[src/rtl/uart_cmd_pkg.sv]
// Shared constants and state encodings for the UART LED command parser.
package uart_cmd_pkg;

   localparam logic [7:0] CHAR_L  = 8'h4C;
   localparam logic [7:0] CHAR_CR = 8'h0D;
   localparam logic [7:0] CHAR_LF = 8'h0A;

   localparam int INDEX_DIGITS  = 2;
   localparam int COLOUR_DIGITS = 6;
   localparam int LAT_W         = 4;

   typedef enum logic [1:0] {
      F_IDLE,
      F_REQ,
      F_WAIT
   } fetch_state_t;

   typedef enum logic [2:0] {
      P_HEADER,
      P_INDEX,
      P_COLOUR,
      P_TERM,
      P_DISCARD
   } parse_state_t;

   function automatic logic is_eol(input logic [7:0] b);
      return (b == CHAR_CR) || (b == CHAR_LF);
   endfunction

endpackage

[src/rtl/uart_hex_decode.sv]
// ASCII hex digit decoder: 0-9, A-F, a-f to a nibble plus a validity flag.
module uart_hex_decode (
   input  logic [7:0] data,
   output logic [3:0] nibble,
   output logic       is_hex
);

   always_comb begin
      nibble = 4'd0;
      is_hex = 1'b0;
      if (data >= 8'h30 && data <= 8'h39) begin
         nibble = data[3:0];
         is_hex = 1'b1;
      end else if ((data >= 8'h41 && data <= 8'h46) || (data >= 8'h61 && data <= 8'h66)) begin
         // 'A'/'a' have low nibble 1, so +9 lands on 10
         nibble = data[3:0] + 4'd9;
         is_hex = 1'b1;
      end
   end

endmodule

[src/rtl/uart_cmd_parser.sv]
// Pulls bytes from the UART RX FIFO and decodes "L<ii><rrggbb><CR|LF>" LED commands.
//
// fetch state | meaning
// F_IDLE      | waiting for the RX FIFO to report data
// F_REQ       | read request issued this cycle
// F_WAIT      | counting down the UART read latency
//
// parse state | meaning
// P_HEADER    | hunting for 'L'
// P_INDEX     | collecting the 2 index digits
// P_COLOUR    | collecting the 6 colour digits
// P_TERM      | expecting CR or LF
// P_DISCARD   | dropping a bad frame until CR or LF
module uart_cmd_parser
   import uart_cmd_pkg::*;
#(
   parameter int unsigned RD_LATENCY = 3
) (
   input  logic        i_Clock,
   input  logic        i_Reset_n,
   input  logic        i_Received,
   input  logic [7:0]  i_Data,
   output logic        o_Read_FIFO,
   output logic        o_Cmd_Valid,
   output logic [7:0]  o_LED_Index,
   output logic [23:0] o_Colour,
   output logic        o_Error,
   output logic        o_Busy
);

   localparam logic [LAT_W-1:0] LAT_INIT   = LAT_W'(RD_LATENCY);
   localparam logic [2:0]       INDEX_LAST  = 3'(INDEX_DIGITS - 1);
   localparam logic [2:0]       COLOUR_LAST = 3'(COLOUR_DIGITS - 1);

   fetch_state_t     fstate, fstate_nxt;
   logic [LAT_W-1:0] lat_cnt, lat_cnt_nxt;
   logic [7:0]       byte_reg, byte_reg_nxt;
   logic             byte_strobe, byte_strobe_nxt;

   parse_state_t     pstate, pstate_nxt;
   logic [2:0]       dig_cnt, dig_cnt_nxt;
   logic [7:0]       index_sr, index_sr_nxt;
   logic [23:0]      colour_sr, colour_sr_nxt;
   logic             cmd_nxt, err_nxt;

   logic [3:0]       nibble;
   logic             is_hex;

   uart_hex_decode u_hex_decode (
      .data   (byte_reg),
      .nibble (nibble),
      .is_hex (is_hex)
   );

   assign o_Read_FIFO = (fstate == F_REQ);

   always_ff @(posedge i_Clock or negedge i_Reset_n) begin
      if (!i_Reset_n) begin
         fstate      <= F_IDLE;
         lat_cnt     <= '0;
         byte_reg    <= '0;
         byte_strobe <= 1'b0;
      end else begin
         fstate      <= fstate_nxt;
         lat_cnt     <= lat_cnt_nxt;
         byte_reg    <= byte_reg_nxt;
         byte_strobe <= byte_strobe_nxt;
      end
   end

   always_comb begin
      fstate_nxt      = fstate;
      lat_cnt_nxt     = lat_cnt;
      byte_reg_nxt    = byte_reg;
      byte_strobe_nxt = 1'b0;
      case (fstate)
         F_IDLE: if (i_Received) fstate_nxt = F_REQ;
         F_REQ: begin
            lat_cnt_nxt = LAT_INIT;
            fstate_nxt  = F_WAIT;
         end
         F_WAIT: begin
            lat_cnt_nxt = lat_cnt - 1'b1;
            // sample on the edge where the count reaches zero
            if (lat_cnt == LAT_W'(1)) begin
               byte_reg_nxt    = i_Data;
               byte_strobe_nxt = 1'b1;
               fstate_nxt      = F_IDLE;
            end
         end
         default: fstate_nxt = F_IDLE;
      endcase
   end

   always_ff @(posedge i_Clock or negedge i_Reset_n) begin
      if (!i_Reset_n) begin
         pstate      <= P_HEADER;
         dig_cnt     <= '0;
         index_sr    <= '0;
         colour_sr   <= '0;
         o_Cmd_Valid <= 1'b0;
         o_Error     <= 1'b0;
         o_LED_Index <= '0;
         o_Colour    <= '0;
         o_Busy      <= 1'b0;
      end else begin
         pstate      <= pstate_nxt;
         dig_cnt     <= dig_cnt_nxt;
         index_sr    <= index_sr_nxt;
         colour_sr   <= colour_sr_nxt;
         o_Cmd_Valid <= cmd_nxt;
         o_Error     <= err_nxt;
         o_Busy      <= (pstate != P_HEADER);
         if (cmd_nxt) begin
            o_LED_Index <= index_sr;
            o_Colour    <= colour_sr;
         end
      end
   end

   always_comb begin
      pstate_nxt    = pstate;
      dig_cnt_nxt   = dig_cnt;
      index_sr_nxt  = index_sr;
      colour_sr_nxt = colour_sr;
      cmd_nxt       = 1'b0;
      err_nxt       = 1'b0;
      if (byte_strobe) begin
         case (pstate)
            P_HEADER: begin
               if (byte_reg == CHAR_L) begin
                  dig_cnt_nxt   = '0;
                  index_sr_nxt  = '0;
                  colour_sr_nxt = '0;
                  pstate_nxt    = P_INDEX;
               end
            end
            P_INDEX, P_COLOUR: begin
               if (byte_reg == CHAR_L) begin
                  err_nxt       = 1'b1;
                  dig_cnt_nxt   = '0;
                  index_sr_nxt  = '0;
                  colour_sr_nxt = '0;
                  pstate_nxt    = P_INDEX;
               end else if (is_eol(byte_reg)) begin
                  err_nxt    = 1'b1;
                  pstate_nxt = P_HEADER;
               end else if (!is_hex) begin
                  err_nxt    = 1'b1;
                  pstate_nxt = P_DISCARD;
               end else if (pstate == P_INDEX) begin
                  index_sr_nxt = {index_sr[3:0], nibble};
                  if (dig_cnt == INDEX_LAST) begin
                     dig_cnt_nxt = '0;
                     pstate_nxt  = P_COLOUR;
                  end else begin
                     dig_cnt_nxt = dig_cnt + 3'd1;
                  end
               end else begin
                  colour_sr_nxt = {colour_sr[19:0], nibble};
                  if (dig_cnt == COLOUR_LAST) begin
                     dig_cnt_nxt = '0;
                     pstate_nxt  = P_TERM;
                  end else begin
                     dig_cnt_nxt = dig_cnt + 3'd1;
                  end
               end
            end
            P_TERM: begin
               if (is_eol(byte_reg)) begin
                  cmd_nxt    = 1'b1;
                  pstate_nxt = P_HEADER;
               end else if (byte_reg == CHAR_L) begin
                  err_nxt       = 1'b1;
                  dig_cnt_nxt   = '0;
                  index_sr_nxt  = '0;
                  colour_sr_nxt = '0;
                  pstate_nxt    = P_INDEX;
               end else begin
                  err_nxt    = 1'b1;
                  pstate_nxt = P_DISCARD;
               end
            end
            P_DISCARD: if (is_eol(byte_reg)) pstate_nxt = P_HEADER;
            default:   pstate_nxt = P_HEADER;
         endcase
      end
   end

endmodule

[config.mk]
export PLATFORM = sky130hd
export DESIGN_NAME = uart_cmd_parser
export DESIGN_NICKNAME = d
export VERILOG_FILES = /design/src/rtl/uart_cmd_pkg.sv /design/src/rtl/uart_hex_decode.sv /design/src/rtl/uart_cmd_parser.sv
export SDC_FILE = /design/constraint.sdc
export NUM_CORES = 1
export LEC_CHECK = 0
export BUFFER_PORTS_ARGS = -buffer_cell sky130_fd_sc_hd__buf_4
export CORE_MARGIN = 2
export CORE_UTILIZATION = 62
export CTS_CLUSTER_SIZE = 12
export DETAILED_ROUTE_END_ITERATION = 8
export GPL_ROUTABILITY_DRIVEN = 0
export PLACE_DENSITY = 0.95
export SLEW_MARGIN = 20
export SYNTH_ARGS = -nofsm -noshare
export SYNTH_HDL_FRONTEND = slang
export SYNTH_SLANG_ARGS = --single-unit
[constraint.sdc]
create_clock -name i_Clock -period 5 [get_ports i_Clock]
set_input_delay 0.5 -clock i_Clock [delete_from_list [all_inputs] [get_ports i_Clock]]
set_output_delay 0.5 -clock i_Clock [all_outputs]
set_load 0.02 [all_outputs]
# [After elaboration in Yosys (flattened, before gate mapping)]
# Index checks and enable logic that the tools add are counted.
[word_totals] out_inout_bits=36 elab_cells=115 reg_bits=88
[op_classes] eq_ne=23 muxes=53 n_reduce_logical=17 addsub=3 order_cmp=6
[ops] operator="$mux W24" n=6
[ops] operator="$pmux W24 S3" n=1
[ops] operator="$mux W3" n=18
[ops] operator="$mux W8" n=6
[ops] operator="$pmux W8 S3" n=1
[ops] operator="$eq A8 B4 Y1 const B" n=2
[ops] operator="$ge A8 B7 Y1 const B" n=2
[ops] operator="$le A8 B7 Y1 const B" n=2
[ops] operator="$mux W1" n=12
[ops] operator="$ne A3 B3 Y1 const B" n=4
[ops] operator="$ne A6 B6 Y1 const B" n=2
[ops] operator="$pmux W3 S4" n=1
[ops] operator="$reduce_and A6 Y1" n=2
[ops] operator="$ne A2 B2 Y1 const B" n=5
[ops] operator="$reduce_and A5 Y1" n=2
[ops] operator="$pmux W3 S3" n=1
[ops] operator="$eq A8 B7 Y1 const B" n=1
[ops] operator="$ge A8 B6 Y1 const B" n=1
[ops] operator="$le A8 B6 Y1 const B" n=1
[ops] operator="$mux W4" n=2
[ops] operator="$pmux W4 S2" n=1
[ops] operator="$eq A3 B1 Y1 const B" n=2
[ops] operator="$eq A3 B2 Y1 const B" n=2
[ops] operator="$eq A3 B3 Y1 const B" n=2
[ops] operator="17 further kinds" n=23

# [Depth between registers and ports, before layout]
# Gate-level depths: netlist (run 1).
[depth] depth_word=10 ltp_mapped=9

# [Modules after synthesis]
# Synthesis (run 1) repeated with hierarchy kept, for this count alone.
[hier_totals] hier_cells=342 area_unflattened_um2=4011.3
[by_module_without_submodules] module="uart_cmd_parser" cells_each=323 area_each_um2=3833.7 seq_area_each_um2=2202.1 n_inst=1
[by_module_without_submodules] module="uart_hex_decode" cells_each=19 area_each_um2=177.7 seq_area_each_um2=0.0 n_inst=1

# [Worst setup path before layout (run 1)]
# No wires, ideal clock.
[synth_path] path_type="register to register" from="register byte_reg[0]" to="register colour_sr[1]" arrival_ps=2221 n_path_buf=1 synth_period_minus_slack_ps=2345 stages_incl_launch_ff=9 path_slack_ps=2655 setup_time_ps=125 cell_sequence="dfrtp_1 inv_1 ha_1 or3b_2 and3_1 o31ai_1 or2_1 buf_2 mux2_2"
[synth_via] elab_chain_len=10 word_cells_on_any_way=31 cone_classes="add/sub: 1; order compare: 6; eq/ne: 7; mux: 11; reduce/logical: 6"
[synth_rtl] item="start: declaration" line="uart_cmd_parser.sv:37" source="logic [7:0] byte_reg, byte_reg_nxt;"
[synth_rtl] item="start signal: assignment" line="uart_cmd_parser.sv:66" source="byte_reg <= byte_reg_nxt;"
[synth_rtl] item="$ge A8 B7 Y1 / $le A8 B7 Y1 (equally long branches)" line="uart_hex_decode.sv:14" source="end else if ((data >= 8'h41 && data <= 8'h46) || (data >= 8'h61 && data <= 8'h66)) begin"
[synth_rtl] item="$logic_and A1 B1 Y1" line="uart_hex_decode.sv:14"
[synth_rtl] item="$logic_or A1 B1 Y1" line="uart_hex_decode.sv:14"
[synth_rtl] item="$mux W4" line="uart_hex_decode.sv:14"
[synth_rtl] item="$mux W4" line="uart_hex_decode.sv:11" source="if (data >= 8'h30 && data <= 8'h39) begin"
[synth_rtl] item="$mux W24" line="uart_cmd_parser.sv:151" source="end else if (pstate == P_INDEX) begin"
[synth_rtl] item="$mux W24" line="uart_cmd_parser.sv:148" source="end else if (!is_hex) begin"
[synth_rtl] item="$mux W24" line="uart_cmd_parser.sv:145" source="end else if (is_eol(byte_reg)) begin"
[synth_rtl] item="$mux W24" line="uart_cmd_parser.sv:139" source="if (byte_reg == CHAR_L) begin"
[synth_rtl] item="$pmux W24 S3" line="uart_cmd_parser.sv:129" source="case (pstate)"
[synth_rtl] item="end signal: assignment" line="uart_cmd_parser.sv:110" source="colour_sr <= colour_sr_nxt;"
[synth_rtl] item="end: declaration" line="uart_cmd_parser.sv:43" source="logic [23:0] colour_sr, colour_sr_nxt;"
# Parallel ways exist; a longest one is shown, timed or not. The select of a mux whose other input is x is not followed.
# A chain may end at the register's enable or synchronous reset.

# [Final worst setup path (run 1)]
# Same ends and word-level chain as after synthesis.

==> results of run 1 <==
## cell usage in the layout, fill, tap and decap left out, drive strengths merged, types with 2 or more instances in the layout
master / count
and3: 2
or2: 2
mux2i: 4
nand3: 5
nor2: 9
o21ai: 61
nor2b: 2
a21oi: 9
o221ai: 2
inv: 12
dfrtp: 88
ha: 10
a31oi: 3
o31ai: 4
clkinv: 5
mux2: 46
nor3: 2
nand2b: 2
xnor2: 2
buf: 49
clkbuf: 9
nand2: 43
or3: 3
## final timing paths
check                           cells after the start            to   startpoint  slack, ns
worst max-delay path                                8  colour_sr[1]  byte_reg[0]       1.81
worst min-delay path                                1  o_Colour[13]    i_Reset_n       0.18
worst max register to register                      8  colour_sr[1]  byte_reg[0]       1.81
worst min register to register                      1    lat_cnt[3]   lat_cnt[3]       0.50
max in group asynchronous                           1   byte_reg[7]    i_Reset_n       4.28
min in group i_Clock                                3   byte_reg[1]    i_Data[1]       0.36
## critical path, stage by stage (launching register included)
cell and delay [ns]:
sky130_fd_sc_hd__dfrtp_1 0.44, sky130_fd_sc_hd__inv_1 0.15, sky130_fd_sc_hd__ha_1 0.18, sky130_fd_sc_hd__or3b_2 0.47, sky130_fd_sc_hd__and3_1 0.23, sky130_fd_sc_hd__o31ai_2 0.21, sky130_fd_sc_hd__buf_4 0.30, sky130_fd_sc_hd__or2_1 0.68
sky130_fd_sc_hd__mux2_2 0.41
## area by class of cell
cell class / count / area share, %
sequential: 88 / 48.9
multi-input combinational: 230 / 35.9
timing repair buffer: 49 / 8.25
clock buffer: 9 / 2.75
tap: 77 / 2.14
clock inverter: 7 / 1.25
inverter: 10 / 0.833
## metal layers
metal | wire, um | share of wire, % | vias to the layer above | track usage, %
met3 | 412 | 5.2 | 13 | 5.74
met1 | 3400 | 43 | 1376 | 32.5
met2 | 3940 | 50 | 81 | 37.7
met5 | 0 | 0 | - | 0
li1 | - | - | 1315 | -
met4 | 140 | 1.8 | 0 | 9.97
## power by group through the flow
stage	clock network, mW	registers, mW	logic [mW]
after floorplan	0	0.784	0.170
after global placement	0	0.792	0.213
after detailed placement	0	0.796	0.229
after CTS	0.454	0.781	0.230
after global routing	0.488	0.789	0.259
final	0.448	0.783	0.230
## logic make-up (layout without fill, tap and decap cells)
group,after synthesis,in the layout
DFF,88,88
buffers and inverters,30,75
xor gates and xnor gates,3,3
AOI/OAI and AO/OA,89,89
adders and majority gates,11,11
and+or+nand+nor,77,77
muxes,50,50
==> metrics.cfg, run 1 <==
[outcome]
outcome = finished clean

[die]
floorplan.die_area_mm2 = 0.00705
initial_utilization_pct = 63.1
std_cell_rows = 29
fp.dieH_um = 83.9
floorplan.core_area_mm2 = 0.00628
ios = 47
die_w_um = 83.9

[timing]
worst_pin_slew_ns = 0.813
finalClockSkew_ns = 0.0121
setup_violations = 0
unrepaired_setup_endpoints_after_global_routing = no
setup_ws_ns = 1.81
maxSlewViolCount = 0
final_min_period_over_clock_period_pct = 63.8
slew_headroom_pct = 45.8
tns_ns = 0
whs_ns = 0.177
hold_violation_count_in_the_final_report = 0
fin_crit_ns = 3.19
maxClockFrequency_mhz = 314

[route]
ant_nets = 0
routed_vias_inst = 5.93
detail_route.first_pass.iterations = 5
drc = 0
avgRoutedWirePerCell_um = 16.8
wirelength_mm = 7.89
detailroute.via_count = 2785
detailedRoute.firstIterationViolations = 232

[min_path]
hold_crit_class = in -> async

[worst_setup_path]
timing.critical_path.arrival_ns = 3.43
critical_path_peak_fanout = 30
timing.critical_path.required_ns = 5.24
path_class = reg -> reg
setup.worst_path.end_class = register
critical_path.startpoint_type = register

[synth]
dominant_combinational_cell_family_by_area_after_synthesis = multiplexers
synth.top_cells.by_area = sky130_fd_sc_hd__dfrtp_1 56%, sky130_fd_sc_hd__mux2_2 12%, sky130_fd_sc_hd__o21ai_0 5.2%
synth_top_area_cell = sky130_fd_sc_hd__dfrtp_1
yosys_top_cell_area_share_pct = 55.6
synthXorXnorAreaFrac_pct = 0.663
number_of_flops_mapped_to_enable_cells_by_yosys = 0
synth_compound_gate_area_share_pct = 12.9
net_count_synth = 369
synthesis.yosys.warnings = 0
synth.mux.area_fraction_pct = 14.4
post_syn_instances = 348
synth_most_common_cell = sky130_fd_sc_hd__dfrtp_1
synth-simple-area-share_pct = 9.31
synth.cells.most_frequent = 88 x sky130_fd_sc_hd__dfrtp_1, 43 x sky130_fd_sc_hd__mux2_2, 43 x sky130_fd_sc_hd__nand2_1, 41 x sky130_fd_sc_hd__o21ai_0, 20 x sky130_fd_sc_hd__o21ai_1
syn_area_per_cell_um2 = 11.4
synth_async_sr_flop_share_pct = 100
adder_and_majority_gate_portion_of_the_synthesized_area_pct = 3.41
synth.ff_latch_count = 88
ys_dominant_reg_cell = sky130_fd_sc_hd__dfrtp_1
synth-seq-area-share_pct = 55.6
synthesis.area_mm2 = 0.00396
synth_cell_type_count = 49

[power_and_ir_drop]
power.total_mw = 1.46
seq_power_share_pct = 53.6
combinationalPowerShare_pct = 15.8
p_sw_share_pct = 29.9
p_clk_share_pct = 30.7
irDropWorstVdd_v = 0.000262
p_int_mw = 1.02
cellPowerDensity_mw_per_mm2 = 324
switching_power_mw = 0.437
leakagePower_nw = 2.14

[final_layout]
nNetsFinal = 409
final_cells = 470
multiInputGateArea_mm2 = 0.00162
fill_cell_total_of_the_finished_layout = 402
layout.cell_area.non_filler_mm2 = 0.00451
syn2layout_area_growth_pct = 13.7
regs_by_ff_count = colour_sr x24, o_Colour x24
drive_above_1_share_pct = 29.8
antenna-diode-count = 0
area.sequential_mm2 = 0.00220
postLayoutCoreUtil_pct = 71.8

[placed_design]
detailedPlace.worstSlack_ns = 1.88
dp_cells = 454
placedInstanceArea_mm2 = 0.00432
io_buffer_count = 46
post-dp-hpwl_mm = 5.33

[clock_tree]
clkSinkCount = 88
tritoncts.num_buffers = 9
cts_hold_repair.buffers = 0
root_buffer = sky130_fd_sc_hd__clkbuf_8
insertion_delay_ns = 0.36
clkTransAtPathRegs_ns = 0.10
count_of_instances_resized_after_the_clock_tree_is_built = 0
cts_post_setup_buffers_inserted = 0
htree_levels = 3
cts_tree = done
cts_max_path_buffers = 2

[run]
cap_violations = 0

[global_route]
wire_length_of_the_first_global_routing_pass_mm = 13.2
grt_util_all_layers_pct = 24.0
antenna_found_initial = 0
vias_in_the_first_global_route = 2731
grt_remaining_overflow = 0
pin_count_of_the_biggest_net_entering_global_routing = 89

No activity file was read; power rests on OpenSTA's default activity.
==> run 2: changes to the inputs <==
- CORE_UTILIZATION: 62 -> 52
- PLACE_DENSITY: 0.95 -> 0.86
- clock period: 5 -> 2.8 ns (I/O delays scaled with it)
==> run 2 against run 1 <==
Compared with the run above: the flow now finishes with violations (negative hold slack); combinational power increased by 79%; non-clock buffer count rose by 2; cell area up 1.6%; clock-buffer cell count stayed put; critical endpoint is now colour_sr[23].
==> metrics.cfg, run 2 (synthesis results as in run 1) <==
[outcome]
outcome = complete, but fails checks
violations_in_the_final_reports = negative hold slack

[clock_tree]
insertion_delay_ns = 0.38  ; +0.02 ns
tritoncts.num_buffers = 9  ; unchanged
cts_post_setup_buffers_inserted = 0  ; unchanged
clkTransAtPathRegs_ns = 0.11  ; about the same
clkSinkCount = 88  ; unchanged
cts_hold_repair.buffers = 0  ; unchanged
cts_tree = done
count_of_instances_resized_after_the_clock_tree_is_built = 0  ; unchanged
root_buffer = sky130_fd_sc_hd__clkbuf_8
cts_max_path_buffers = 2  ; unchanged
htree_levels = 3  ; unchanged

[power_and_ir_drop]
power.total_mw = 2.68  ; +83%
irDropWorstVdd_v = 0.000496  ; +89%
cellPowerDensity_mw_per_mm2 = 585  ; +80%
leakagePower_nw = 2.15  ; +0.65%

[die]
die_w_um = 91.3  ; +8.8%
std_cell_rows = 31  ; +6.9%
floorplan.core_area_mm2 = 0.00733  ; +17%
fp.dieH_um = 91.3  ; +8.8%
ios = 47  ; unchanged
floorplan.die_area_mm2 = 0.00833  ; +18%
initial_utilization_pct = 54.1  ; -9.1 points

[route]
detail_route.first_pass.iterations = 4  ; -1
routed_vias_inst = 5.55  ; -6.4%
drc = 0  ; unchanged
ant_nets = 0  ; unchanged
wirelength_mm = 7.67  ; -2.8%
avgRoutedWirePerCell_um = 15.5  ; -7.5%
detailroute.via_count = 2741  ; -1.6%
detailedRoute.firstIterationViolations = 233  ; +0.43%

[worst_setup_path]
cell_by_cell_listing_of_the_critical_path = inv_1 -> ha_1 -> or3b_2 -> and3_1 -> o31ai_2 -> or2_1 -> buf_4 -> o21ai_0
regToRegEndpoint = colour_sr[23]
regToRegSetupSlack_ns = 0.24  ; -1.57 ns
setup.worst_path.end_class = register
timing.critical_path.to = colour_sr[23]
worstSetupStartpoint = byte_reg[0]
critical_path_peak_fanout = 16  ; -47%
r2r_start = byte_reg[0]
r2r.worst_path.cells = 8  ; unchanged
timing.critical_path.arrival_ns = 2.81  ; -0.62 ns
critical_path.slowest_cell = sky130_fd_sc_hd__or3b_2
timing.critical_path.required_ns = 3.05  ; -2.19 ns
critical_path.startpoint_type = register
crit_path_max_incr_delay_ns = 0.46  ; -0.22 ns
path_class = reg -> reg

[global_route]
antenna_found_initial = 0  ; unchanged
grt_remaining_overflow = 0  ; unchanged
pin_count_of_the_biggest_net_entering_global_routing = 89  ; unchanged
grt_util_all_layers_pct = 19.8  ; -4.3 points
vias_in_the_first_global_route = 2711  ; -0.73%
wire_length_of_the_first_global_routing_pass_mm = 13.2  ; -0.57%

[timing]
final_min_period_over_clock_period_pct = 91.5  ; +28 points
hold_violation_count_in_the_final_report = 57  ; +57
maxClockFrequency_mhz = 390  ; +24%
fin_crit_ns = 2.56  ; -0.627 ns
finalClockSkew_ns = 0.0167  ; +0.00464 ns
tns_ns = 0  ; unchanged
maxSlewViolCount = 0  ; unchanged
unrepaired_setup_endpoints_after_global_routing = no
whs_ns = -0.0466  ; -0.224 ns
worst_pin_slew_ns = 0.777  ; -0.0362 ns
slew_headroom_pct = 48.2  ; +2.4 points
setup_violations = 0  ; unchanged

[final_layout]
fill_cell_total_of_the_finished_layout = 568  ; +41%
multiInputGateArea_mm2 = 0.00162  ; unchanged
area.sequential_mm2 = 0.00220  ; unchanged
drive_above_1_share_pct = 30.1  ; +0.36 points
antenna-diode-count = 0  ; unchanged
nNetsFinal = 411  ; +0.49%
postLayoutCoreUtil_pct = 62.4  ; -9.3 points
syn2layout_area_growth_pct = 15.5
final_common_cell = sky130_fd_sc_hd__dfrtp_1
mostFrequentLayoutCells = 88 x sky130_fd_sc_hd__dfrtp_1, 49 x sky130_fd_sc_hd__buf_4, 43 x sky130_fd_sc_hd__nand2_1, 43 x sky130_fd_sc_hd__mux2_2, 41 x sky130_fd_sc_hd__o21ai_0
final_cells = 494  ; +5.1%
regs_by_ff_count = colour_sr x24, o_Colour x24

[placed_design]
dp_cells = 478  ; +5.3%
io_buffer_count = 46  ; unchanged
post-dp-hpwl_mm = 5.14  ; -3.6%

[min_path]
hold_crit_class = in -> async

[run]
cap_violations = 0  ; unchanged

==> run 2: cell types whose count changed in the layout (fill, tap and decap cells not counted) <==
| cell | change |
|---|---|
| sky130_fd_sc_hd__inv_8 | +1 |
| sky130_fd_sc_hd__clkinvlp_4 | +1 |
| sky130_fd_sc_hd__clkinv_4 | -2 |
| sky130_fd_sc_hd__buf_12 | +1 |
| sky130_fd_sc_hd__clkinv_2 | -2 |
| sky130_fd_sc_hd__clkinv_8 | +1 |
| sky130_fd_sc_hd__buf_4 | +1 |
| sky130_fd_sc_hd__inv_6 | +1 |
==> run 2: report_power, final <==
| part | internal (mW) | total, mW | switching, mW |
|---|---|---|---|
| clock network | 0.350 | 0.866 | 0.516 |
| logic | 0.166 | 0.412 | 0.247 |
| registers | 1.33 | 1.40 | 0.0679 |
==> run 2: worst min-delay path by stage <==
stage | end | cells after the start | slack [ns]
after floorplan | byte_reg[0] | 0 | -0.02
after global placement | lat_cnt[3] | 1 | 0.47
after detailed placement | dig_cnt[0] | 1 | 0.48
after CTS | byte_reg[1] | 3 | 0.13
after global routing | o_Colour[16] | 1 | 0.02
final | o_Colour[14] | 1 | -0.05
==> run 2: metrics by stage <==
step / area, um2 / setup slack (ns)
after global routing: 4580 / 0.0552
final: 4580 / 0.238
after detailed placement: 4380 / 0.281
after global placement: 4380 / 0.363
after floorplan: 3960 / 0.455
after CTS: 4570 / 0.246
==> run 2: layer usage <==
metal	track usage [%]	vias to the layer above	part of all wire, %
li1	-	1313	-
met5	0	-	0
met3	3.73	8	3.6
met1	27.2	1365	45
met4	6.69	0	1.2
met2	31.9	55	50
==> run 2: cell type report <==
| cell class | count | area share (%) |
|---|---|---|
| well taps | 99 | 2.71 |
| repair buffers | 51 | 8.72 |
| flip-flops and latches | 88 | 48.1 |
| clock inverters | 7 | 1.59 |
| inverters | 10 | 0.820 |
| clock buffers | 9 | 2.71 |
| multi-input cells | 230 | 35.3 |
==> run 2: worst max-delay path: cells and delay by family, from the launching register on <==
| family | cells | cell delay (ns) |
|---|---|---|
| simple gates | 3 | 1.03 |
| compound gates | 2 | 0.37 |
| flops | 1 | 0.44 |
| fa+ha+maj | 1 | 0.18 |
| buf+inv | 2 | 0.42 |
